## src/rtl/lfsr_pkg.sv

```systemverilog
// lfsr_pkg: shared types and helpers for the LFSR word arbiter.
// FSM encoding, default LFSR geometry, XNOR feedback and lock-up value.
package lfsr_pkg;

  typedef enum logic [1:0] {
    IDLE  = 2'd0,
    FILL  = 2'd1,
    READY = 2'd2
  } arb_state_e;

  localparam int unsigned LFSR_N = 10;
  localparam logic [LFSR_N-1:0] LFSR_TAPS = 10'h240;

  function automatic logic xnor_fb(
    input logic [31:0] state,
    input logic [31:0] taps
  );
    return ~^(state & taps);
  endfunction

  function automatic logic [31:0] lockup(input int n);
    return (n >= 32) ? 32'hFFFF_FFFF : ((32'd1 << n) - 32'd1);
  endfunction

endpackage

```

## src/rtl/lfsr_step_engine.sv

```systemverilog
// lfsr_step_engine: XNOR Fibonacci LFSR with a single-step enable.
// Load has priority over step; state shifts toward the MSB.
module lfsr_step_engine
  import lfsr_pkg::*;
#(
  parameter int N = LFSR_N,
  parameter logic [N-1:0] TAPS = LFSR_TAPS
) (
  input  logic         clk,
  input  logic         rst_n,
  input  logic         step_en,
  input  logic         load_en,
  input  logic [N-1:0] load_val,
  output logic [N-1:0] state
);

  logic w_fb;

  assign w_fb = xnor_fb(32'(state), 32'(TAPS));

  // state register: load wins, otherwise one step when enabled
  always_ff @(posedge clk or negedge rst_n) begin
    if (!rst_n) begin
      state <= '0;
    end else if (load_en) begin
      state <= load_val;
    end else if (step_en) begin
      state <= {state[N-2:0], w_fb};
    end
  end

endmodule

```

## src/rtl/lfsr_word_arb.sv

```systemverilog
// lfsr_word_arb: round-robin server of W-bit LFSR words to NREQ requesters.
// Define LFSR_WORD_ARB_STATS_EN to add the saturating gnt_count output.
module lfsr_word_arb
  import lfsr_pkg::*;
#(
  parameter int N = LFSR_N,
  parameter logic [N-1:0] TAPS = LFSR_TAPS,
  parameter int W = 8,
  parameter int NREQ = 4
) (
  input  logic            clk,
  input  logic            rst_n,
  input  logic [NREQ-1:0] req,
  output logic [NREQ-1:0] gnt,
  output logic [W-1:0]    data_out,
  output logic            data_valid,
  input  logic            seed_load,
  input  logic [N-1:0]    seed,
  output logic            seed_err,
`ifdef LFSR_WORD_ARB_STATS_EN
  output logic [15:0]     gnt_count,
`endif
  output logic            busy
);

  localparam int CW = $clog2(W + 1);
  localparam int PW = $clog2(NREQ);
  localparam logic [N-1:0] LOCK = N'(lockup(N));

  arb_state_e     r_state, w_state_nxt;
  logic [CW-1:0]  r_cnt, w_cnt_nxt;
  logic [W-1:0]   r_word, w_word_nxt;
  logic [PW-1:0]  r_ptr, w_ptr_nxt;
  logic [N-1:0]   w_lfsr;
  logic [N-1:0]   w_load_val;
  logic           w_lock;
  logic           w_step;
  logic           w_grant;
  logic           w_found;
  logic [PW-1:0]  w_k;
  logic [PW-1:0]  w_idx;
  logic [NREQ-1:0] w_gnt_oh;

  assign w_lock     = (seed == LOCK);
  assign w_load_val = w_lock ? '0 : seed;

  lfsr_step_engine #(
    .N    (N),
    .TAPS (TAPS)
  ) u_eng (
    .clk      (clk),
    .rst_n    (rst_n),
    .step_en  (w_step),
    .load_en  (seed_load),
    .load_val (w_load_val),
    .state    (w_lfsr)
  );

  // round-robin scan: first asserted req from r_ptr upward
  always_comb begin
    w_found  = 1'b0;
    w_k      = '0;
    w_idx    = '0;
    for (int i = 0; i < NREQ; i++) begin
      w_idx = PW'((int'(r_ptr) + i) % NREQ);
      if (!w_found && req[w_idx]) begin
        w_found = 1'b1;
        w_k     = w_idx;
      end
    end
    w_gnt_oh = NREQ'(1) << w_k;
  end

  // next-state, word assembly and grant decision
  always_comb begin
    w_state_nxt = r_state;
    w_cnt_nxt   = r_cnt;
    w_word_nxt  = r_word;
    w_ptr_nxt   = r_ptr;
    w_grant     = 1'b0;
    w_step      = 1'b0;
    if (seed_load) begin
      w_state_nxt = IDLE;
      w_cnt_nxt   = '0;
      w_word_nxt  = '0;
    end else begin
      unique case (r_state)
        IDLE: begin
          if (|req) w_state_nxt = FILL;
        end
        FILL: begin
          w_step     = 1'b1;
          w_word_nxt = W'({r_word, w_lfsr[N-1]});
          if (r_cnt == CW'(W - 1)) begin
            w_cnt_nxt   = '0;
            w_state_nxt = READY;
          end else begin
            w_cnt_nxt = r_cnt + CW'(1);
          end
        end
        READY: begin
          if (w_found) begin
            w_grant   = 1'b1;
            w_ptr_nxt = (w_k == PW'(NREQ - 1)) ? '0 : w_k + PW'(1);
            w_state_nxt = |(req & ~w_gnt_oh) ? FILL : IDLE;
          end
        end
        default: w_state_nxt = IDLE;
      endcase
    end
  end

  // FSM, counters and registered outputs
  always_ff @(posedge clk or negedge rst_n) begin
    if (!rst_n) begin
      r_state    <= IDLE;
      r_cnt      <= '0;
      r_word     <= '0;
      r_ptr      <= '0;
      gnt        <= '0;
      data_out   <= '0;
      data_valid <= 1'b0;
      seed_err   <= 1'b0;
      busy       <= 1'b0;
    end else begin
      r_state    <= w_state_nxt;
      r_cnt      <= w_cnt_nxt;
      r_word     <= w_word_nxt;
      r_ptr      <= w_ptr_nxt;
      gnt        <= w_grant ? w_gnt_oh : '0;
      data_out   <= w_grant ? r_word : '0;
      data_valid <= w_grant;
      seed_err   <= seed_load & w_lock;
      busy       <= (w_state_nxt != IDLE);
    end
  end

`ifdef LFSR_WORD_ARB_STATS_EN
  logic [15:0] r_gnt_count;

  assign gnt_count = r_gnt_count;

  // saturating grant counter, untouched by seed_load
  always_ff @(posedge clk or negedge rst_n) begin
    if (!rst_n) begin
      r_gnt_count <= '0;
    end else if (w_grant && r_gnt_count != 16'hFFFF) begin
      r_gnt_count <= r_gnt_count + 16'd1;
    end
  end
`endif

endmodule

```

## config.mk

```make
export PLATFORM = sky130hd
export DESIGN_NAME = lfsr_word_arb
export DESIGN_NICKNAME = d
export VERILOG_FILES = /design/src/rtl/lfsr_pkg.sv /design/src/rtl/lfsr_step_engine.sv /design/src/rtl/lfsr_word_arb.sv
export SDC_FILE = /design/constraint.sdc
export NUM_CORES = 1
export LEC_CHECK = 0
export CAP_MARGIN = 20
export CORE_ASPECT_RATIO = 1.2
export CORE_MARGIN = 2
export CORE_UTILIZATION = 52
export CTS_CLUSTER_SIZE = 30
export DETAILED_ROUTE_END_ITERATION = 12
export PLACE_DENSITY = 0.76
export SYNTH_ARGS = -nofsm -noshare
export SYNTH_HDL_FRONTEND = slang
export SYNTH_HIERARCHICAL = 1
export SYNTH_SLANG_ARGS = --single-unit
```

## constraint.sdc

```tcl
create_clock -name clk -period 2.45 [get_ports clk]
set_input_delay 0.49 -clock clk [delete_from_list [all_inputs] [get_ports clk]]
set_output_delay 0.49 -clock clk [all_outputs]
set_load 0.03 [all_outputs]
```

==> results.txt, run 1 <==
* Nature of the critical path endpoint: flop
- Detailed Place HPWL: 2.597 mm
- Classification of the worst setup path: input pin to flop
- Hold bufs inserted after CTS: 0
- For this configuration, the core starts out at a cell density of 0.5361.
* Number of buffers between clock root and the deepest sink: 2
- The detail route stage leaves a number of antenna-violating nets equal to 0.
- Min Tclk post-route: approximately 2.4 ns
- The final layout contains 233 nets.
- Worst path arrival time: 2.60 ns
* Number of flops mapped to enable cells by yosys: 0
- At the worst endpoint, the required time is around 2.7 ns.
- For this run, design rule violations remaining after detail routing come to 0.
- The core region is 3573 µm².
- For this run, the top clock speed supported by timing is 420.4 MHz.
- Final cell count without fillers: 251
* Vias in the first global route: 1434
* Layout cell share with drive strength beyond 1: 0.1368
* Vias: about 1.4k
- The analysis attributes to net switching a power of 0.3478 mW.
- Summed instance area of the synthesized netlist: 1916 µm²
- Die extent in y: just over 70 µm
- Worst path slowest cell: sky130_fd_sc_hd__or4_4
* Sequential cell area in the final layout: 1026 µm²
- Of the total power, the share spent switching nets is 0.2230.
* Die outline area: 4187 µm²
- Combinational group share of total power: 0.127
- Average detailed-routed wire length per instance: 13.69 µm
- Synthesis-to-finish area growth: 28.22%
- Path type of the worst min-delay path: input pin to asynchronous set/reset pin
* Clock insertion delay at the later pin of the skew report: ~0.29 ns
- CTS tree: done
- In this run, placement finished with an instance count of 243.
- In the global route stage, overall resource usage came out at 0.1848.
- Post-Synthesis Net Count: 190
- Worst IR Drop VDD: ~0.39 mV
* Cell area power density: 634.9 nW/µm²
* Maximum number of pins on one net before global-route repair: 42
- Traced cell by cell, the critical path runs through clkdlybuf4s50_1 -> or4_4 -> and3_4 -> ha_1 -> nand2b_1 -> o2111a_1 -> a2111o_1 -> nand2_1.
* Clk network pwr share: 0.401
- On the final layout, the worst clock skew is 0.005623 ns.
* Max Fanout on Critical Path: 2
- Async S/R FF share, synth: 1.000
- Avg Vias per Cell: 5.506
- Master cell of the clock root buffer: sky130_fd_sc_hd__clkbuf_8
- Final setup TNS: 0 ns
- Critical path buffer and inverter count: 1
* Total global routing overflow: 0
- Final Wtd Congestion: 0.8073
- DRT iter0 DRCs: 77
- After clock tree synthesis, the clock-pin slew on the worst setup and hold paths is 0.07 ns.
- The final-report max-slew violation count came to 0.
- Of the available clock period, the critical path in the final layout requires 0.9709.
- Fillcell total: roughly 280
- Counting flops and latches in the post-synthesis netlist gives 41.
- For this run, the register share of the synthesized area comes to 0.5356.
* Antenna Cells: 0
- Max-Cap Viols: 0
* I/O pin cnt: 32
- For this run, the share of the core covered by cells in the final layout is 0.6873.
* Port Buf Inserts: 31
- The hold violation total from the final report was 0.
* Number of rows created at floorplan: 24
* Run status: completed
* Avg Inst Size Synth: 11.40 µm²
* Static leakage power: about 1.1 nW
- Clock buffer count from CTS: 5
- In this design, the stage delay of the slowest critical-path cell is 0.55 ns.
- Layout Cell Area excl Fill: 2456 µm²
- The worst setup path is launched from an input pin.
* Total of warnings raised by yosys: 6
- Of the total power, registers draw 0.472.
- Worst-margin pin slew: 0.8825 ns
* Placement Cell Area: 2315 µm²
* Slew margin rel.: 0.4116
- Among all flip-flop cells after synthesis, the most frequent one is sky130_fd_sc_hd__dfrtp_1.
* Number of sinks driven by the clock tree: 41
- Synth cell types: 43
- Iteration count of the initial detailed-routing pass: 6
- The die is a little under 60 µm wide.
* Area of the multi-input gates: around 830 µm²
- H-tree depth reported by CTS: 2
- Internal cell power: 1.212 mW
* Setup violations, final: 0
* Global-route wire length before repair: 5.906 mm
- The routed design has 3.437 mm of wire.
- The initial antenna violation count came to 0.
- Dominant delay contributor by cell family on the critical path: simple AND/OR/NAND/NOR gates
- Mapped Cells: 168
## cell usage in the layout (no fill, tap or decap), types with 2 or more instances in the layout
cell type,n
sky130_fd_sc_hd__a31oi_1,2
sky130_fd_sc_hd__nand2b_1,4
sky130_fd_sc_hd__xor2_1,2
sky130_fd_sc_hd__dfrtp_1,41
sky130_fd_sc_hd__a22o_1,9
sky130_fd_sc_hd__nand4_1,2
sky130_fd_sc_hd__nor2b_1,11
sky130_fd_sc_hd__a21boi_1,2
sky130_fd_sc_hd__o21ai_1,9
sky130_fd_sc_hd__nand3b_1,2
sky130_fd_sc_hd__ha_1,5
sky130_fd_sc_hd__nand2_1,18
sky130_fd_sc_hd__buf_4,13
sky130_fd_sc_hd__nor2_1,3
sky130_fd_sc_hd__a21oi_1,2
sky130_fd_sc_hd__nand3_1,4
sky130_fd_sc_hd__bufinv_16,2
sky130_fd_sc_hd__clkdlybuf4s50_1,29
sky130_fd_sc_hd__and2_1,13
sky130_fd_sc_hd__clkbuf_8,5
sky130_fd_sc_hd__mux2i_1,9
## cell usage after synthesis (all sizes together), types with 4 or more instances
cell type  number  share of area
a22o            9          0.041
and2           13          0.042
buf             6          0.024
dfrtp          41           0.54
ha              5          0.033
mux2i           9          0.047
nand2          18          0.035
nand2b          4          0.013
nand3           4          0.010
nor2            4         0.0091
nor2b          11          0.036
o21ai          10          0.026
## path summary, 6_finish.rpt
| kind | start | endpoint | slack, ns | depth (start not counted) |
|---|---|---|---|---|
| min in group clk | r_word[7] | data_out[7] | 0.48 | 1 |
| setup reg to reg | r_ptr[1] | r_state[0] | 0.32 | 9 |
| hold / removal | rst_n | u_eng/state[1] | 0.32 | 1 |
| hold reg to reg | r_word[7] | data_out[7] | 0.48 | 1 |
| max in group asynchronous | rst_n | r_word[5] | 1.58 | 1 |
| setup / recovery | req[2] | r_state[0] | 0.07 | 8 |
## routing by layer
metal,GRT usage,wire length [µm],vias to the layer above
met5,0,0,-
met4,0.06313,44,0
met3,0.05556,174,6
met2,0.3333,1773,42
met1,0.1961,1445,656
li1,-,-,678
## power by group through the flow
stage / Combinational, mW / Clock [mW] / Sequential (mW)
after floorplan: 0.115 / 0 / 0.745
after global placement: 0.187 / 0 / 0.747
after detailed placement: 0.197 / 0 / 0.750
after CTS: 0.198 / 0.640 / 0.736
after global routing: 0.220 / 0.673 / 0.742
final: 0.198 / 0.625 / 0.736
## stage by stage
step	hold slack [ns]	setup slack [ns]	total power [mW]
finish	0.3245	0.07122	1.559
global route	0.3849	-0.0005049	1.635
CTS	0.3485	0.02508	1.575
detailed placement	0.4744	-0.2719	0.9465
global placement	0.4715	-0.1813	0.9342
floorplan	0.1944	0.2794	0.8601
## sequential cells by signal (all words and copies together), names as in the netlist, 2 cells and up
name	count
u_eng/state	10
r_ptr	2
r_word	8
r_cnt	4
r_state	2
gnt	4
data_out	8
## what timing repair did
item                                    4_1_cts  5_1_grt
setup buffers                                 0        0
endpoints found under the setup margin        0        1
resized for setup                             0        4
hold endpoints to repair                      0        0
## worst register-to-register path, cell delays in order, from the launching register on
cell	delay, ns
sky130_fd_sc_hd__dfrtp_1	0.47
sky130_fd_sc_hd__nand2_1	0.10
sky130_fd_sc_hd__a21boi_1	0.14
sky130_fd_sc_hd__o32a_1	0.20
sky130_fd_sc_hd__and3_4	0.19
sky130_fd_sc_hd__ha_1	0.20
sky130_fd_sc_hd__nand2b_1	0.14
sky130_fd_sc_hd__o2111a_1	0.15
sky130_fd_sc_hd__a2111o_1	0.40
sky130_fd_sc_hd__nand2_1	0.08
## logic make-up after synthesis
family / after synthesis / synth area share
AOI/OAI and AO/OA: 34 / 0.1287
xor gates and xnor gates: 2 / 0.009146
adders and majority gates: 5 / 0.03266
buffers and inverters: 10 / 0.03135
DFF: 41 / 0.5356
muxes: 10 / 0.05291
and+or+nand+nor: 66 / 0.2097
## final cells by class
type	instances	share of cell area
Sequential cell	41	0.4177
Multi-Input combinational cell	117	0.3398
Timing Repair Buffer	44	0.1651
Clock buffer	5	0.02802
Clock inverter	3	0.02649
Tap cell	39	0.01987
Inverter	2	0.003057
No activity file was read; power rests on OpenSTA's default activity.
==> run 2, diff against run 1 <==
Settings changed: CAP_MARGIN 20 to unset.
==> results of run 2 <==
No change in the layout: final DEF, timing and power equal those of run 1.
==> run 3, diff against run 2 <==
Settings changed: CORE_UTILIZATION 52 to 55, PLACE_DENSITY 0.76 to 0.8, SLEW_MARGIN set to 15.
Clock period 2.45 ns to 2.94 ns, I/O delays scaled along.
==> run 3 against run 2 <==
Effect of this change:
- clock skew hardly changed
- setup slack better by 0.21 ns
- non-clock buffer count decreased by 8
- via count is 3.2% lower
- hold slack gained 0.087 ns
- register-to-register slack better by 0.42 ns
==> results.txt, run 3 (synthesis gave the netlist of run 1 again) <==
- The flow ran to the end, and the final reports show no timing, DRC or antenna violations.
- The die width is 57.88 µm (-2.6%).
- Nature of the critical path endpoint: flop
- The final weighted congestion of routability-driven global placement came to 0.8315 (+3.0%).
- Clock Pin Slew Worst Setup and Hold Paths: 0.07 ns (about the same)
- Min Tclk post-route: 2.661 ns
* Antenna Cells: 0 (unchanged)
* Number of sinks driven by the clock tree: 41 (unchanged)
- The number of cell rows is 23 (-4.2%).
- Number of setup buffers added after CTS: 0 (unchanged)
- DRT iter0 DRCs: 35 (-55%)
* Clock buffer count from CTS: 5 (unchanged)
* Vias in the first global route: 1311 (-8.6%)
* Worst path arrival time: 2.89 ns (+0.29 ns)
* Maximum cell stage delay along the critical path: 0.60 ns (+0.05 ns)
- Cell area power density: 519.1 nW/µm² (-18%)
* Synthesis-to-finish area growth: 23.84%
- The most numerous cell type found on the critical path is sky130_fd_sc_hd__nand2_1.
- The overall routing resource usage was 0.1939 (+0.009054).
- Count of nets left with antenna violations after detail routing: 0 (unchanged)
* Clock insertion delay at the later pin of the skew report: 0.29 ns (about the same)
- Initial antenna violation count: 0 (unchanged)
- Classification of the worst setup path: input pin to flop
- Slew margin rel.: 0.4215 (+0.009906)
- Static timing analysis puts the maximum clock frequency at 375.9 MHz.
- Most common library cell in the layout ignoring fill and taps: sky130_fd_sc_hd__dfrtp_1
- Total wire length: 3.430 mm (-0.20%)
* Iteration count of the initial detailed-routing pass: 4 (-2)
* I/O pin cnt: 32 (unchanged)
- Initial core utilization: 0.5738 (+0.03777)
- Endpoints failing hold: 0 (unchanged)
- The worst path required time is 3.17 ns (+0.50 ns).
- The area inside the core boundary is 3338 µm² (-6.6%).
* Maximum number of pins on one net before global-route repair: 42 (unchanged)
- The quantity of hold-fixing buffers added after cts was 0 (unchanged).
- Total global routing overflow: 0 (unchanged)
- Dividing the final minimum period by the clock period gives 0.9050.
- Avg Vias per Cell: 5.552 (+0.83%)
- Worst IR Drop VDD: 0.4186 mV (+8.7%)
- Dominant delay contributor by cell family on the critical path: compound AO/OA/AOI/OAI gates
- Port Buf Inserts: 31 (unchanged)
- The slowest stage of the critical path is the sky130_fd_sc_hd__clkdlybuf4s50_1 cell.
* Final Net Count: 225 (-3.4%)
- The static power due to leakage was 1.066 nW (-5.2%).
- The share of cells above drive strength 1 was 0.09804 (-0.03875).
* Final worst clock skew: 0.005342 ns (-0.0002812 ns)
- The total half-perimeter wirelength after legalization and detailed placement was 2.458 mm (-5.3%).
- Final slew viol count: 0 (unchanged)
- Commonest cells after routing, fill and taps aside: sky130_fd_sc_hd__dfrtp_1, sky130_fd_sc_hd__clkdlybuf4s50_1, sky130_fd_sc_hd__nand2_1
- The CTS H-tree depth was 2 (unchanged).
- The critical-path maximum fanout is 4 (+2).
* Registers with the highest flip-flop counts: u_eng/state x10, data_out x8, r_word x8
* Number of buffers between clock root and the deepest sink: 2 (unchanged)
- The final standard cell utilization of the core was 0.7106 (+0.02332).
* Master cell of the clock root buffer: sky130_fd_sc_hd__clkbuf_8
- The global-route wire length before repair is 5.733 mm (-2.9%).
- Setup violations, final: 0 (unchanged)
* CTS tree: done
- Startpoint type of the worst setup path: input pin
- Worst-margin pin slew: 0.8677 ns (-0.01486 ns)
- u_eng/state holds more flip-flops than any other register.
- The post-detailed-route wirelength per cell came to 14.23 µm (+3.9%).
- Layout Cell Area excl Fill: 2372 µm² (-3.4%)
* Resized cells post-CTS: 0 (unchanged)
* Placement Cell Area: 2252 µm² (-2.7%)
* DRC violations left: 0 (unchanged)
- The die height came to 68.65 µm (-2.6%).
- Final setup TNS: 0 ns (unchanged)
* Die outline area: 3973 µm² (-5.1%)
- Path type of the worst min-delay path: input pin to asynchronous set/reset pin
* Setup repair after global routing missed its margin: no
- Critical path buffer and inverter count: 1 (unchanged)
- The flip-flop count of the largest register, all copies and words added was 10 (unchanged).
- Max-Cap Viols: 0 (unchanged)
- Critical-path cell list: clkdlybuf4s50_1 -> nand2_1 -> a21boi_0 -> o32a_1 -> and3_1 -> ha_1 -> nand2b_1 -> o2111a_1 -> a2111o_1 -> nand2_1
- Vias: 1338 (-3.2%)
==> run 3: cell types whose count changed in the layout (fill, tap and decap cells not counted), sizes merged <==
cell and change:
buf -8, bufinv -1, clkbuf +1, clkdlybuf4s50 +1, clkinv -1, clkinvlp +1, dlymetal6s2s -1
==> run 3: cell type report <==
| type | count | area [µm²] |
|---|---|---|
| clock inverters | 2 | 37.54 |
| well taps | 37 | 46.29 |
| flip-flops and latches | 41 | 1026 |
| inverters | 2 | 7.507 |
| multi-input cells | 117 | 829.5 |
| clock buffers | 6 | 82.58 |
| repair buffers | 36 | 342.8 |
| fillers | 250 | 965.9 |
==> run 3: through the flow <==
stage | hold WS, ns | cells | total power [mW] | worst slack (ns)
3_3_place_gp | 0.4730 | 233 | 0.7699 | 0.1474
3_5_place_dp | 0.4800 | 233 | 0.7784 | 0.0007125
6_report | 0.4116 | 241 | 1.232 | 0.2794
5_1_grt | 0.4826 | 241 | 1.286 | 0.1572
2_1_floorplan | 0.2924 | 168 | 0.7167 | 0.6714
4_1_cts | 0.4381 | 241 | 1.244 | 0.3142
==> run 3: report_power, final <==
part | switching [mW] | total [mW] | leakage, nW | internal [mW]
clock network | 0.189 | 0.465 | 0.0574 | 0.276
logic | 0.0803 | 0.153 | 0.460 | 0.0726
registers | 0.0230 | 0.614 | 0.548 | 0.591
==> run 3: final timing paths <==
path                                start             end  slack [ns]  cells past startpoint
max                                req[0]      r_state[0]        0.28                     10
min                                 rst_n        r_ptr[0]        0.41                      1
max reg2reg                      r_ptr[1]      r_state[0]        0.74                      9
min reg2reg                u_eng/state[0]  u_eng/state[0]        0.52                      1
max in group asynchronous           rst_n  u_eng/state[3]        1.99                      1
min in group clk           u_eng/state[0]  u_eng/state[0]        0.52                      1
==> run 3: worst register-to-register path, stage by stage, from the launching register on <==
cell and delay [ns]:
sky130_fd_sc_hd__dfrtp_1 0.46, sky130_fd_sc_hd__nand2_1 0.09, sky130_fd_sc_hd__a21boi_0 0.13, sky130_fd_sc_hd__o32a_1 0.22
sky130_fd_sc_hd__and3_1 0.21, sky130_fd_sc_hd__ha_1 0.23, sky130_fd_sc_hd__nand2b_1 0.16, sky130_fd_sc_hd__o2111a_1 0.17
sky130_fd_sc_hd__a2111o_1 0.41, sky130_fd_sc_hd__nand2_1 0.07
==> run 3: metal layers <==
layer	wire length, µm	track usage
met5	0	0
met2	1769	0.3281
met1	1409	0.2190
met4	74	0.09884
met3	176	0.06530
